[src/rtl/ahci_int_pkg.sv]
// Shared types and default constants for the AHCI interrupt controller.
// Also provides saturating increment helpers for its counters.
package ahci_int_pkg;

    typedef enum logic [2:0] {
        IDLE        = 3'd0,
        MSI_REQ     = 3'd1,
        HOLDOFF     = 3'd2,
        INTX_AREQ   = 3'd3,
        INTX_ACTIVE = 3'd4,
        INTX_DREQ   = 3'd5
    } int_state_t;

    localparam int unsigned HOLDOFF_CYCLES_DEF = 100000;
    localparam int unsigned RDY_TIMEOUT_DEF    = 1024;
    localparam logic [7:0]  MSI_VECTOR_DEF     = 8'h00;

    function automatic logic [31:0] sat_inc32(input logic [31:0] v);
        return (v == 32'hFFFF_FFFF) ? v : v + 32'd1;
    endfunction

    function automatic logic [15:0] sat_inc16(input logic [15:0] v);
        return (v == 16'hFFFF) ? v : v + 16'd1;
    endfunction

endpackage

[src/rtl/ahci_int_ctrl_sync2.sv]
// Two-flop synchronizer used to bring asynchronous level inputs into clk.
module ahci_int_sync2 #(
    parameter int WIDTH = 1
) (
    input  logic             clk,
    input  logic             rst,
    input  logic [WIDTH-1:0] d,
    output logic [WIDTH-1:0] q
);

    logic [WIDTH-1:0] meta_reg;
    logic [WIDTH-1:0] sync_reg;

    always_ff @(posedge clk) begin
        if (rst) begin
            meta_reg <= '0;
            sync_reg <= '0;
        end else begin
            meta_reg <= d;
            sync_reg <= meta_reg;
        end
    end

    assign q = sync_reg;

endmodule

[src/rtl/ahci_int_ctrl.sv]
// Turns the BAR block's int_enable level into MSI or INTx cfg_interrupt handshakes.
// Optional AHCI_INT_COUNT_EN adds a saturating int_count of accepted requests.
module ahci_int_ctrl
    import ahci_int_pkg::*;
#(
    parameter int unsigned HOLDOFF_CYCLES = HOLDOFF_CYCLES_DEF,
    parameter int unsigned RDY_TIMEOUT    = RDY_TIMEOUT_DEF,
    parameter logic [7:0]  MSI_VECTOR     = MSI_VECTOR_DEF
) (
    input  logic        clk,
    input  logic        rst,
    input  logic        int_enable,
    input  logic        int_mask,
    input  logic        cfg_interrupt_msienable,
    input  logic        cfg_interrupt_rdy,
    output logic        cfg_interrupt,
    output logic        cfg_interrupt_assert,
    output logic [7:0]  cfg_interrupt_di,
    output logic        int_busy,
    output logic        int_timeout
`ifdef AHCI_INT_COUNT_EN
    ,
    output logic [31:0] int_count
`endif
);

    localparam logic [31:0] HOLD_LAST = (HOLDOFF_CYCLES > 0) ? HOLDOFF_CYCLES - 1 : 32'd0;
    localparam logic [31:0] TMO_LAST  = (RDY_TIMEOUT > 0) ? RDY_TIMEOUT - 1 : 32'd0;

    int_state_t  state_reg;
    logic        irq_reg;
    logic        assert_reg;
    logic [7:0]  di_reg;
    logic [31:0] hold_cnt_reg;
    logic [15:0] tmo_cnt_reg;
    logic        timeout_reg;
    logic        ie_s;
    logic        tmo_hit;

    ahci_int_sync2 #(.WIDTH(1)) u_ie_sync (
        .clk (clk),
        .rst (rst),
        .d   (int_enable),
        .q   (ie_s)
    );

    // Rdy is checked before tmo_hit so a same-cycle rdy counts as accepted.
    assign tmo_hit = ({16'd0, tmo_cnt_reg} >= TMO_LAST);

    always_ff @(posedge clk) begin
        if (rst) begin
            state_reg    <= IDLE;
            irq_reg      <= 1'b0;
            assert_reg   <= 1'b0;
            di_reg       <= 8'h00;
            hold_cnt_reg <= 32'd0;
            tmo_cnt_reg  <= 16'd0;
            timeout_reg  <= 1'b0;
        end else begin
            case (state_reg)
                IDLE: begin
                    hold_cnt_reg <= 32'd0;
                    tmo_cnt_reg  <= 16'd0;
                    if (ie_s && !int_mask) begin
                        irq_reg <= 1'b1;
                        if (cfg_interrupt_msienable) begin
                            state_reg  <= MSI_REQ;
                            assert_reg <= 1'b0;
                            di_reg     <= MSI_VECTOR;
                        end else begin
                            state_reg  <= INTX_AREQ;
                            assert_reg <= 1'b1;
                            di_reg     <= 8'h00;
                        end
                    end
                end

                MSI_REQ: begin
                    tmo_cnt_reg <= sat_inc16(tmo_cnt_reg);
                    if (cfg_interrupt_rdy || tmo_hit) begin
                        irq_reg      <= 1'b0;
                        di_reg       <= 8'h00;
                        hold_cnt_reg <= 32'd0;
                        state_reg    <= HOLDOFF;
                        if (!cfg_interrupt_rdy) begin
                            timeout_reg <= 1'b1;
                        end
                    end
                end

                HOLDOFF: begin
                    if (hold_cnt_reg >= HOLD_LAST) begin
                        state_reg <= IDLE;
                    end else begin
                        hold_cnt_reg <= sat_inc32(hold_cnt_reg);
                    end
                end

                INTX_AREQ: begin
                    tmo_cnt_reg <= sat_inc16(tmo_cnt_reg);
                    if (cfg_interrupt_rdy) begin
                        irq_reg    <= 1'b0;
                        assert_reg <= 1'b0;
                        state_reg  <= INTX_ACTIVE;
                    end else if (tmo_hit) begin
                        // The assert was never accepted, so there is nothing to deassert.
                        irq_reg     <= 1'b0;
                        assert_reg  <= 1'b0;
                        timeout_reg <= 1'b1;
                        state_reg   <= IDLE;
                    end
                end

                INTX_ACTIVE: begin
                    if (!ie_s || int_mask) begin
                        irq_reg     <= 1'b1;
                        assert_reg  <= 1'b0;
                        tmo_cnt_reg <= 16'd0;
                        state_reg   <= INTX_DREQ;
                    end
                end

                INTX_DREQ: begin
                    tmo_cnt_reg <= sat_inc16(tmo_cnt_reg);
                    if (cfg_interrupt_rdy) begin
                        irq_reg   <= 1'b0;
                        state_reg <= IDLE;
                    end else if (tmo_hit) begin
                        irq_reg      <= 1'b0;
                        timeout_reg  <= 1'b1;
                        hold_cnt_reg <= 32'd0;
                        state_reg    <= HOLDOFF;
                    end
                end

                default: begin
                    irq_reg    <= 1'b0;
                    assert_reg <= 1'b0;
                    di_reg     <= 8'h00;
                    state_reg  <= IDLE;
                end
            endcase
        end
    end

    assign cfg_interrupt        = irq_reg;
    assign cfg_interrupt_assert = assert_reg;
    assign cfg_interrupt_di     = di_reg;
    assign int_busy             = (state_reg != IDLE);
    assign int_timeout          = timeout_reg;

`ifdef AHCI_INT_COUNT_EN
    logic [31:0] count_reg;
    logic        accept;

    assign accept = cfg_interrupt_rdy && ((state_reg == MSI_REQ) || (state_reg == INTX_AREQ));

    always_ff @(posedge clk) begin
        if (rst) begin
            count_reg <= 32'd0;
        end else if (accept) begin
            count_reg <= sat_inc32(count_reg);
        end
    end

    assign int_count = count_reg;
`endif

endmodule

[config.mk]
export PLATFORM = sky130hd
export DESIGN_NAME = ahci_int_ctrl
export DESIGN_NICKNAME = d
export VERILOG_FILES = /design/src/rtl/ahci_int_pkg.sv /design/src/rtl/ahci_int_ctrl_sync2.sv /design/src/rtl/ahci_int_ctrl.sv
export SDC_FILE = /design/constraint.sdc
export NUM_CORES = 1
export LEC_CHECK = 0
export ABC_AREA = 1
export CAP_MARGIN = 0
export CORE_MARGIN = 1.5
export CORE_UTILIZATION = 50
export CTS_CLUSTER_DIAMETER = 120
export CTS_CLUSTER_SIZE = 30
export DETAILED_ROUTE_END_ITERATION = 8
export HOLD_SLACK_MARGIN = 0.08
export PLACE_DENSITY = 0.7
export RECOVER_POWER = 25
export SYNTH_ARGS = -nofsm -noshare
export SYNTH_HDL_FRONTEND = slang
export SYNTH_HIERARCHICAL = 1
export SYNTH_SLANG_ARGS = --single-unit
[constraint.sdc]
create_clock -name clk -period 3.96 [get_ports clk]
set_input_delay 0.792 -clock clk [delete_from_list [all_inputs] [get_ports clk]]
set_output_delay 0.792 -clock clk [all_outputs]
set_load 0.02 [all_outputs]
# Yosys cells after proc, flatten, opt, wreduce, memory -nomap -nowiden
# Index checks and enable logic that the tools add are counted.
[totals] register_bits=64 latch_bits=0 mem_bits_rw=0 mem_bits_ro=0 inputBits=6 word_cells=96 memories=0
[classes] n_addsub=2 mul=0 n_div=0 n_lt_le_gt_ge=2 eq_ne=22 shifts=0 muxes=37 bitwise_logic=3 n_reduce_logical=21
[ops] op="32-bit two-way mux" n=5
[ops] op="32-bit one-hot mux with 4 select lines" n=1
[ops] op="16-bit one-hot mux with 3 select lines" n=1
[ops] op="32-bit by 1-bit adder with 32-bit output (second input constant)" n=1
[ops] op="32-bit equality test (second input constant)" n=1
[ops] op="32-bit by 17-bit >= comparator with 1-bit output (second input constant)" n=1
[ops] op="16-bit two-way mux" n=2
[ops] op="3-bit two-way mux" n=8
[ops] op="8-bit one-hot mux with 3 select lines" n=1
[ops] op="2-bit inequality test (second input constant)" n=11
[ops] op="3-bit one-hot mux with 6 select lines" n=1
[ops] op="16-bit by 1-bit adder with 16-bit output (second input constant)" n=1
[ops] op="16-bit equality test (second input constant)" n=1
[ops] op="16-bit by 10-bit >= comparator with 1-bit output (second input constant)" n=1
[ops] op="8-bit two-way mux" n=2
[ops] op="1-bit two-way mux" n=12
[ops] op="6-bit AND reduction" n=2
[ops] op="5-bit AND reduction" n=2
[ops] op="3-bit by 2-bit equality test with 1-bit output (second input constant)" n=2
[ops] op="3-bit equality test (second input constant)" n=2
[ops] op="3-bit inequality test (second input constant)" n=2
[ops] op="3-bit AND reduction" n=2
[ops] op="3-bit nonzero test" n=2
[ops] op="3-bit OR reduction" n=2
[ops] op="other kinds (17)" n=21

# Logic depth before layout (Yosys ltp)
# Gate-level depths: netlist of run 1.
[logic_depth] word_depth=4 depth_mapped=13 depth_no_buf=12

# Hierarchy
# The synthesis of run 1 kept the hierarchy.
[by_module_without_submodules] module="ahci_int_ctrl" n_inst=1 cells_per_inst=515 area_per_inst_um2=3235.6 seq_area_each_um2=1081.0
[by_module_without_submodules] module="ahci_int_sync2" n_inst=1 cells_per_inst=6 area_per_inst_um2=55.1 seq_area_each_um2=40.0

# Worst setup path before layout of run 1
# Ideal clock, no wire load.
[synth_path] kind="reg-to-output" startpoint="register state_reg[1]" endpoint="output int_busy" arrival_ns=0.904 path_slack_ns=2.264 stages_incl_launch_ff=6 path_buffers=1 cell_sequence="dfxtp_1 buf_2 nor2_1 inv_1 nor2_1 inv_1"
[synth_via] elab_chain_len=1
[synth_rtl] item="start, declared" line_no="ahci_int_ctrl.sv:30" text="int_state_t state_reg;"
[synth_rtl] item="start signal, assigned" line_no="ahci_int_ctrl.sv:52" text="state_reg <= IDLE;"
[synth_rtl] item="start signal, assigned" line_no="ahci_int_ctrl.sv:67" text="state_reg <= MSI_REQ;"
[synth_rtl] item="start signal, assigned" line_no="ahci_int_ctrl.sv:71" text="state_reg <= INTX_AREQ;"
[synth_rtl] item="3-bit nonzero test" line_no="ahci_int_ctrl.sv:149" text="assign int_busy = (state_reg != IDLE);"
[synth_rtl] item="end, declared" line_no="ahci_int_ctrl.sv:19" text="output logic int_busy,"
# No other way between the ends.

# Worst setup path in the final report of run 1
# Ends and elaborated chain as after synthesis.

==> results of run 1 <==
-- power by group through the flow --
stage | sequential [uW] | clock [uW] | combinational (uW)
floorplan | 750 | 0 | 811
detailed placement | 778 | 0 | 923
finish | 767 | 332 | 919
CTS | 765 | 347 | 926
global placement | 775 | 0 | 908
global route | 784 | 368 | 1070
-- stage by stage --
stage / util [%] / area, um2 / total power [uW] / hold WS [ns]
global route: 54.36 / 3452 / 2217 / 0.4622
detailed placement: 52.95 / 3362 / 1701 / 0.4146
floorplan: - / 3317 / 1561 / 0.3883
global placement: 52.95 / 3362 / 1684 / 0.4108
finish: 54.36 / 3452 / 2018 / 0.4220
CTS: 54.44 / 3457 / 2038 / 0.4322
-- cell families (layout without fill, tap and decap cells) --
kind of cell | count (synthesis) | after routing | synth area share [%]
flip-flops | 56 | 56 | 34.07
adder cells (fa/ha/maj) | 2 | 2 | 0.7603
AND/OR/NAND/NOR | 319 | 319 | 43.04
buffers and inverters | 82 | 76 | 11.52
XOR/XNOR | 2 | 2 | 0.5324
AO/OA/AOI/OAI | 59 | 59 | 9.962
other | 1 | 8 | 0.1140
-- per-layer routing --
layer,vias up,wire length (um)
met4,0,36
li1,1650,-
met2,54,3094
met1,1393,3245
met3,2,255
met5,-,0
-- cell type report --
cell class / count / share of cell area (%)
Multi-Input combinational cell: 390 / 52.63
Sequential cell: 56 / 32.48
Inverter: 56 / 6.089
Timing Repair Buffer: 12 / 3.262
Tap cell: 77 / 2.791
Clock buffer: 5 / 1.993
Clock inverter: 3 / 0.7611
-- worst max-delay path by stage --
stage,from,endpoint,slack [ns],cells after the start
floorplan,state_reg[1],int_busy,2.26,5
global placement,cfg_interrupt_rdy,hold_cnt_reg[20],1.32,8
detailed placement,cfg_interrupt_rdy,hold_cnt_reg[20],1.25,8
CTS,state_reg[1],int_busy,1.32,5
global route,state_reg[1],int_busy,1.16,5
finish,state_reg[1],int_busy,1.32,5
-- layout by cell type, fill, tap and decap left out --
cell type,netlist,final
nand2_1,119,119
nor2_1,88,88
nand3_1,59,60
dfxtp_1,56,56
inv_1,54,54
a21oi_1,37,37
nor3_1,19,18
o21ai_0,11,11
nand2_2,9,9
nand4_1,9,9
conb_1,1,8
or2_2,7,7
clkdlybuf4s50_1,0,6
clkbuf_8,0,5
nor2_2,3,3
o211ai_1,3,3
o21a_1,3,3
dlygate4sd3_1,0,3
buf_4,13,3
inv_2,2,2
nand4_2,2,2
o21bai_1,2,2
xor2_1,2,2
ha_1,2,2
inv_6,0,2
nor2_4,1,1
a21oi_4,1,1
nor2_8,1,1
nor3_2,0,1
o21ai_1,1,1
nor3b_1,1,1
o22ai_1,1,1
clkinv_4,0,1
-- worst register-to-register path, delay by kind of cell, from the launching register on --
kind | cells | cell delay, ns
and+or+nand+nor | 9 | 1.42
DFF | 1 | 0.44
adders and majority gates | 1 | 0.22
buffers and inverters | 1 | 0.16
==> results.cfg, run 1 <==
[outcome]
status = complete, no violations

[finish]
n_antenna_cell = 0
fin_cells = 599
layout-drive-gt1-share_pct = 7.280
area_growth_syn_to_layout_pct = 4.905
n_fill_cell = 641
nets = 529
register_area_um2 = 1121
multi_input_area_um2 = 1817
largest_register_ffs = 32

[global_routing]
grt_util_met3_pct = 4.154
use_met2_pct = 34.04
gr-usage-all-layers_pct = 20.10
antenna_found_initial = 0
grt_pass1_vias = 2815
overflow = 0
grt_pass1_wl_mm = 12.01
grt_use_met1_pct = 26.19
top_usage_layer = met2
grt_max_degree = 36

[route]
ant_nets = 0
vias = 3099
drc = 0
first_iter_violations = 128
drt_pre_antenna_iters = 4
wirelength_mm = 6.632
via_per_inst = 5.174
wl_per_cell_um = 11.07

[die]
num_rows = 29
die_y_um = 84.13
core_area_um2 = 6350
dieArea_um2 = 7077
initial_core_util_pct = 51.82
ios = 18
die_w_um = 84.13

[power]
powerDensity_nw_per_um2 = 584.7
comb_power_share_pct = 45.5
p_int_uw = 1097
netSwitchingPower_uw = 921.1
ir_drop_mv = 0.3441
swShare_pct = 45.64
power_frac_clock_pct = 16.4
leakage_uw = 0.001425
seqPwrFrac_pct = 38.0

[place]
dp_slack_ns = 1.249
dpl.cell_count = 591
io_buffer_count = 9
gp_congestion = 0.8397
hpwl_mm = 4.674

[cts]
path_clk_slew_ns = 0.11
root_buffer = clkbuf_8
clock_path_buffers = 2
cts_buffers = 5
clock_latency_ns = 0.31
cts_hold_buf = 0
cts.sinks = 56
cts_setup_buffers = 0
htreeDepth = 2
cts_resized = 0
cts_tree = done

[worst_setup_path]
r2r_end = hold_cnt_reg[20]
end_kind = output port
path_class = reg2out
path_delay_family = buffers and inverters
crit_path_max_incr_delay_ns = 0.54
r2r_setup_slack_ns = 1.64
r2r_start = hold_cnt_reg[0]
worstPathRequired_ns = 3.17
reg2reg_depth = 11
critical_path_buf_inv_count = 3
cp_max_fo = 8
worst_path_max_delay_cell = clkdlybuf4s50_1
cp-start-kind = register
path_cells = nor2_1 > inv_1 > nor2_1 > inv_1 > clkdlybuf4s50_1
critical_path_arrival_ns = 1.85

[flow_run]
maxCapViolCount = 0

[hold_path]
min_path_type = reg2reg
hold_path_end = u_ie_sync/q
min_from = u_ie_sync/meta_reg
min_path_cells = 2

[synthesis]
yosysSeqAreaShare_pct = 34.07
synth_area_leaders = dfxtp_1 (34%), nand2_1 (14%), nor2_1 (10%)
yosysTopAreaCellShare_pct = 34.07
syn_inst = 521
synth_edf_count = 0
yosysTopAreaCell = dfxtp_1
synth.distinct_cells = 31
syn_area_per_cell_um2 = 6.316
synthTopCellsByCount = nand2_1 (119), nor2_1 (88), nand3_1 (59)
synthFlopType = dfxtp_1
ys_seq_elements = 56
yosysMostFrequentCell = nand2_1
synth_area_um2 = 3291
async_flop_share_pct = 0
yosys_warnings = 6

[sta]
finClkSkew_ns = 0.004399
finalMaxSlewViolations = 0
fin_ws_ns = 1.318
period_minus_slack_ns = 2.642
setup_viol = 0
rsz0062_at_grt = false
max_freq_mhz = 378.5
hold_violations = 0
tns_ns = 0
post-route-period-util_pct = 66.72
relSlewSlack_pct = 51.40
worst_pin_slew_ns = 0.7282
(Power assumes the default switching activity.)
==> run 2, diff against run 1 <==
==> constraint.sdc (replaced) <==
create_clock -name clk -period 2.6 [get_ports clk]
set_input_delay 0.52 -clock clk [delete_from_list [all_inputs] [get_ports clk]]
set_output_delay 0.52 -clock clk [all_outputs]
set_load 0.02 [all_outputs]
==> run 2 against run 1 <==
  * The flow now finishes with violations (capacitance limit, slew limit)
  * Die area unchanged
  * Routed wire length increased by 1.2%
  * Combinational power increased by 55%
  * Core utilization increased by 0.099 points
  * Critical endpoint unchanged
==> results.cfg, run 2 (same netlist as run 1, synthesis figures left out) <==
[finish]
mostFrequentLayoutCell = nand2_1
area_growth_syn_to_layout_pct = 5.095
nets = 531
layout-drive-gt1-share_pct = 7.252
largest_register_ffs = 32
n_antenna_cell = 0
final_cell_mix = nand2_1 (121), nor2_1 (88), nand3_1 (59)

[die]
dieArea_um2 = 7077
initial_core_util_pct = 51.82
num_rows = 29
ios = 18
core_area_um2 = 6350
die_y_um = 84.13
die_w_um = 84.13

[power]
leakage_uw = 0.001437
ir_drop_mv = 0.5194
powerDensity_nw_per_um2 = 891.7
totalPowerFinal_uw = 3084

[worst_setup_path]
crit_path_max_incr_delay_ns = 0.53
critical_path_buf_inv_count = 3
worstPathRequired_ns = 2.08
cp_max_fo = 8
path_delay_family = buffers and inverters
worst_path_max_delay_cell = clkdlybuf4s50_1
cp-start-kind = register
end_kind = output port
critical_path_arrival_ns = 1.78
path_cells = nor2_1 > inv_1 > nor2_1 > inv_1 > clkdlybuf4s50_1
path_class = reg2out

[sta]
hold_violations = 0
setup_viol = 0
period_minus_slack_ns = 2.300
finalMaxSlewViolations = 35
worst_pin_slew_ns = 1.560
post-route-period-util_pct = 88.45
finClkSkew_ns = 0.008696
relSlewSlack_pct = -3.995
max_freq_mhz = 434.8
tns_ns = 0
rsz0062_at_grt = false

[route]
drt_pre_antenna_iters = 4
drc = 0
first_iter_violations = 158
wl_per_cell_um = 11.17
wirelength_mm = 6.713
ant_nets = 0
via_per_inst = 5.156
vias = 3099

[hold_path]
min_path_type = reg2reg

[place]
gp_congestion = 0.8711
io_buffer_count = 9
hpwl_mm = 4.810

[global_routing]
grt_pass1_wl_mm = 11.62
antenna_found_initial = 0
grt_max_degree = 35
gr-usage-all-layers_pct = 19.42
overflow = 0
grt_pass1_vias = 2743

[cts]
root_buffer = clkbuf_8
clock_latency_ns = 0.31
cts_tree = done
htreeDepth = 2
cts_hold_buf = 0
cts.sinks = 56
cts_setup_buffers = 0
clock_path_buffers = 2
cts_buffers = 5
cts_resized = 0
path_clk_slew_ns = 0.11

[flow_run]
maxCapViolCount = 1

[outcome]
status = finished, violations left
violations = capacitance limit, slew limit
==> run 2: per-stage QoR <==
step / setup slack (ns) / instance area, um2 / instances / utilization (%) / hold slack [ns]
floorplan: 1.040 / 3317 / 528 / - / 0.3883
global placement: 0.4970 / 3377 / 593 / 53.18 / 0.3892
detailed placement: 0.4425 / 3377 / 593 / 53.18 / 0.3938
CTS: 0.2822 / 3467 / 601 / 54.60 / 0.4025
global route: 0.1462 / 3458 / 601 / 54.46 / 0.4362
finish: 0.3003 / 3458 / 601 / 54.46 / 0.4055
==> run 2: final timing paths <==
kind | slack [ns] | cells past startpoint | startpoint | to
setup / recovery | 0.30 | 5 | state_reg[1] | int_busy
hold reg to reg | 0.41 | 2 | u_ie_sync/meta_reg | u_ie_sync/q
hold / removal | 0.41 | 2 | u_ie_sync/meta_reg | u_ie_sync/q
setup reg to reg | 0.50 | 10 | tmo_cnt_reg[0] | hold_cnt_reg[17]
==> run 2: layout make-up <==
type	instances	area, um2
flip-flops and latches	56	1121
inverters	56	210.2
repair buffers	14	123.9
multi-input cells	390	1817
clock buffers	5	68.82
clock inverters	3	21.27
fillers	642	2892
well taps	77	96.34
==> run 2: worst min-delay path, cell delays in order, from the launching register on <==
cell and delay (ns):
dfxtp_1 0.31, inv_1 0.04, nor2_1 0.03
==> run 2: where the power goes <==
group          switching (uW)  internal, uW  total [uW]
Sequential                170           997        1170
Combinational             931           487        1420
Clock                     307           192         499
Total                    1410          1680        3080
==> run 2: routing by layer <==
layer | track usage, % | up-vias | part of all wire (%)
met1 | 25.02 | 1374 | 49
met4 | 5.812 | 0 | 1.7
met5 | 0 | - | 0
met3 | 2.671 | 10 | 3.9
met2 | 33.75 | 60 | 46
li1 | - | 1655 | -
